===== src/rtl/ser_pkg.sv =====
// Shared types and sizing helpers for the bit-serial link transmitter.
package ser_pkg;

    localparam int SER_DEFAULT_WIDTH = 8;

    typedef enum logic {
        IDLE  = 1'b0,
        SHIFT = 1'b1
    } ser_state_t;

    // Bit counter width; never narrower than one bit so WIDTH=2 still works.
    function automatic int ser_cnt_width(input int width);
        return (width <= 2) ? 1 : $clog2(width);
    endfunction

    localparam int SER_DEFAULT_CNT_W = ser_cnt_width(SER_DEFAULT_WIDTH);

endpackage


===== src/rtl/ser_shift_reg.sv =====
// Loadable shift register; zero-fills behind the outgoing bit so an emptied
// register reads as all zeros.
module ser_shift_reg
    import ser_pkg::*;
#(
    parameter int WIDTH     = SER_DEFAULT_WIDTH,
    parameter bit MSB_FIRST = 1'b1
) (
    input  logic             clk,
    input  logic             rst_n,
    input  logic             clear,
    input  logic             load,
    input  logic             shift,
    input  logic [WIDTH-1:0] din,
    output logic             tap
);

    logic [WIDTH-1:0] sr;

    always_ff @(posedge clk) begin
        if (!rst_n || clear) begin
            sr <= '0;
        end else if (load) begin
            sr <= din;
        end else if (shift) begin
            if (MSB_FIRST) begin
                sr <= {sr[WIDTH-2:0], 1'b0};
            end else begin
                sr <= {1'b0, sr[WIDTH-1:1]};
            end
        end
    end

    assign tap = MSB_FIRST ? sr[WIDTH-1] : sr[0];

endmodule


===== src/rtl/byte_serializer.sv =====
// Parallel-to-serial transmitter with a one-word holding register so that
// back-to-back words stream without an idle bit between them.
module byte_serializer
    import ser_pkg::*;
#(
    parameter int WIDTH     = SER_DEFAULT_WIDTH,
    parameter bit MSB_FIRST = 1'b1
) (
    input  logic             clk,
    input  logic             rst_n,
    input  logic [WIDTH-1:0] data_in,
    input  logic             load,
    output logic             ready,
    input  logic             flush,
    output logic             bit_out,
    output logic             bit_valid,
    output logic             frame_start,
    output logic             frame_last
);

    localparam int            CW   = ser_cnt_width(WIDTH);
    localparam logic [CW-1:0] LAST = CW'(WIDTH - 1);

    ser_state_t       state, nxt_state;
    logic [CW-1:0]    cnt, nxt_cnt;
    logic [WIDTH-1:0] hold;
    logic             hold_valid;
    logic             accept;

    logic             sr_load;
    logic             sr_shift;
    logic             sr_clear;
    logic [WIDTH-1:0] sr_din;
    logic             hold_wr;
    logic             hold_rd;

    assign ready  = rst_n && !flush && !hold_valid;
    assign accept = load && ready;

    always_comb begin
        nxt_state = state;
        nxt_cnt   = cnt;
        sr_load   = 1'b0;
        sr_shift  = 1'b0;
        sr_clear  = 1'b0;
        sr_din    = data_in;
        hold_wr   = 1'b0;
        hold_rd   = 1'b0;
        case (state)
            IDLE: begin
                if (accept) begin
                    sr_load   = 1'b1;
                    nxt_cnt   = '0;
                    nxt_state = SHIFT;
                end
            end
            SHIFT: begin
                if (cnt != LAST) begin
                    sr_shift = 1'b1;
                    nxt_cnt  = cnt + CW'(1);
                    hold_wr  = accept;
                end else if (hold_valid) begin
                    // End of word: pending word takes over with no gap.
                    sr_load = 1'b1;
                    sr_din  = hold;
                    hold_rd = 1'b1;
                    nxt_cnt = '0;
                end else if (accept) begin
                    sr_load = 1'b1;
                    nxt_cnt = '0;
                end else begin
                    sr_clear  = 1'b1;
                    nxt_cnt   = '0;
                    nxt_state = IDLE;
                end
            end
            default: begin
                sr_clear  = 1'b1;
                nxt_cnt   = '0;
                nxt_state = IDLE;
            end
        endcase
    end

    // Reset and flush share one abort path; reset also gates ready.
    always_ff @(posedge clk) begin
        if (!rst_n || flush) begin
            state       <= IDLE;
            cnt         <= '0;
            hold        <= '0;
            hold_valid  <= 1'b0;
            bit_valid   <= 1'b0;
            frame_start <= 1'b0;
            frame_last  <= 1'b0;
        end else begin
            state <= nxt_state;
            cnt   <= nxt_cnt;
            if (hold_wr) begin
                hold       <= data_in;
                hold_valid <= 1'b1;
            end else if (hold_rd) begin
                hold       <= '0;
                hold_valid <= 1'b0;
            end
            bit_valid   <= (nxt_state == SHIFT);
            frame_start <= (nxt_state == SHIFT) && (nxt_cnt == '0);
            frame_last  <= (nxt_state == SHIFT) && (nxt_cnt == LAST);
        end
    end

    ser_shift_reg #(
        .WIDTH     (WIDTH),
        .MSB_FIRST (MSB_FIRST)
    ) u_shift (
        .clk   (clk),
        .rst_n (rst_n),
        .clear (flush || sr_clear),
        .load  (sr_load),
        .shift (sr_shift),
        .din   (sr_din),
        .tap   (bit_out)
    );

endmodule


===== config.mk =====
export PLATFORM = sky130hd
export DESIGN_NAME = byte_serializer
export DESIGN_NICKNAME = d
export VERILOG_FILES = /design/src/rtl/ser_pkg.sv /design/src/rtl/ser_shift_reg.sv /design/src/rtl/byte_serializer.sv
export SDC_FILE = /design/constraint.sdc
export NUM_CORES = 1
export LEC_CHECK = 0
export CORE_AREA = 8 8 62 51
export CTS_CLUSTER_SIZE = 14
export DETAILED_ROUTE_END_ITERATION = 8
export DIE_AREA = 0 0 70 59
export GPL_ROUTABILITY_DRIVEN = 0
export PLACE_DENSITY = 0.91
export SYNTH_ARGS = -nofsm -noshare
export SYNTH_HDL_FRONTEND = slang
export SYNTH_HIERARCHICAL = 1
export SYNTH_SLANG_ARGS = --single-unit

===== constraint.sdc =====
create_clock -name clk -period 4 [get_ports clk]
set_clock_uncertainty 0.2 [all_clocks]
set_input_delay 0.8 -clock clk [delete_from_list [all_inputs] [get_ports clk]]
set_output_delay 0.8 -clock clk [all_outputs]
set_load 0.05 [all_outputs]

==> reports/qor.yml <==
vdd_ir_drop_max_v: 0.000248
antenna_found_initial: 0
drt_iter0_drc: 82
io_buffers: 16
hold_ws_ps: 271
dieArea_um2: 4130
wl_met3_um: 100
grt_max_degree: 22
placedCellCount: 162
fin_area_um2: 1370
root_buffer: "clkbuf_4"
yosysTopAreaCellShare: 0.388
drive_above_1_share: 0.106
drc: 0
synth-edff-count: 0
relSlewSlack: 0.638
numCtsBuffers: 3
start_kind: "primary input"
p_leak_uw: 0.000468
synth.ff_latch_count: 23
critPathCaptureType: "output port"
wire_per_inst_um: 15.6
p_per_area_nw_per_um2: 293
ctsHoldBuffers: 0
highest_layer: "met4"
hold_violations: 0
rsz0062_at_grt: "false"
overflow: 0
post_cts.resized_instances: 0
synthDistinctLibCells: 36
instances_no_fill: 166
final_nets: 156
setup.worst_path.start: "flush"
final_antenna_net_count: 0
hp-class: "flip-flop to flip-flop"
num_rows: 15
period_needed_ps: 3450
multi_input_area_um2: 666
mostFrequentLayoutCells: "dfxtp_1, clkdlybuf4s50_1, nand3_1"
viasPerCell: 5.89
placed_cell_area_um2: 1340
max_cap_violations: 0
cts_max_level: 1
dp_hpwl_um: 1850
critPathMaxFanout: 5
status: "completed"
worstMarginPinSlew_ps: 541
path_class: "primary input to output port"
finalCritPeriodShare: 0.862
synth_warnings: 6
drt-met1-wl_um: 1220
max_freq_mhz: 290
setup_violations: 0
layout_commonest_cell: "dfxtp_1"
io_pins: 17
synth.net_count: 140
register_area_um2: 460
cts_tree: "yes"
synth_cells: 126
dieWidth_um: 70
dr_wl_met2_um: 1220
initial_core_util: 0.545
die_h_um: 59
clockBufferDepth: 2
num_antenna_cells: 0
numClockSinks: 23
synth_area_um2: 1190
grt.total_usage: 0.133
core-area_um2: 2180
worst_ep_arrival_time_ps: 2450
yosys-top-cells-area: "dfxtp_1, nand3_1, mux2i_1, nor2b_1, mux2_1"
fill_cells: 187
drtPass1Iterations: 4
grt_pass1_vias: 998
routed_wl_um: 2580
synthArstFlopShare: 0
final_max_slew_viol_count: 0
clkTransAtPathRegs_ps: 120
clk_latency_ps: 320
synth_top_cell_by_area: "dfxtp_1"
grt_first_pass_wirelength_um: 4500
vias: 977
ys.flop_type: "dfxtp_1"
syn_area_per_cell_um2: 9.41
syn2layout_area_growth_pct: 15.5
post-cts-setup-buffers: 0
min_from: "hold[0]"
fin_util: 0.629
fin_setup_tns_ps: 0
required_ps: 3000
r2r-start: "cnt[0]"
synth_seq_area_share: 0.388
[layout make-up]
cell class                 instances  share of cell area
inverter                           1             0.00274
clock buffer                       4              0.0192
tap                               25              0.0228
timing repair buffer              19               0.133
sequential                        23               0.336
multi-input combinational         94               0.486
[layer usage]
metal,up-vias,global-route usage
li1,490,-
met1,465,0.146
met2,16,0.226
met3,6,0.0402
met4,0,0.0743
met5,-,0
[Yosys cell counts (2+ instances only)]
cell      count
nand3_1      15
a211oi_1      7
or3b_1        2
ha_1          2
mux2i_1       7
o21ai_1       8
nor2_1        6
buf_6         2
buf_4         2
nor2b_1      11
and2_1        2
buf_2         3
dfxtp_1      23
nand2b_1      3
mux2_1        5
mux2_2        2
a21oi_1       5
nand2_1       3
[registers in the layout, summed over array words and instances (netlist names)]
name and cells:
frame_start 1, hold 8, u_shift/sr 8, cnt 3
hold_valid 1, state 1, frame_last 1
[final timing paths]
kind,end,slack [ps],cells after the start
worst min-delay path,hold[0],270,2
worst min register to register,hold[0],270,2
worst max register to register,u_shift/sr[4],1530,7
worst max-delay path,ready,550,4
[critical path, stage by stage]
cell and delay [ps]:
clkdlybuf4s50_1 470, nand2b_1 260, nor2_1 120, clkdlybuf4s50_1 810
[report_power, final]
| group | switching (uW) | total (uW) | internal, uW |
|---|---|---|---|
| Combinational | 27.6 | 53.4 | 25.8 |
| Clock | 72.2 | 111 | 39.2 |
| Sequential | 3.76 | 237 | 233 |
[cell families after synthesis]
kind of cell    Yosys count  share of synthesized area
simple gates             49                      0.247
compound gates           28                      0.155
flops                    23                      0.388
mux                      15                      0.138
buf+inv                   9                     0.0506
fa+ha+maj                 2                     0.0211
[through the flow]
| step | setup slack, ps | total power, uW |
|---|---|---|
| 4_1_cts | 550 | 403 |
| 3_3_place_gp | 584 | 293 |
| 6_report | 550 | 401 |
| 2_1_floorplan | 1340 | 273 |
| 5_1_grt | 483 | 418 |
| 3_5_place_dp | 550 | 295 |
(Power assumes the default switching activity.)
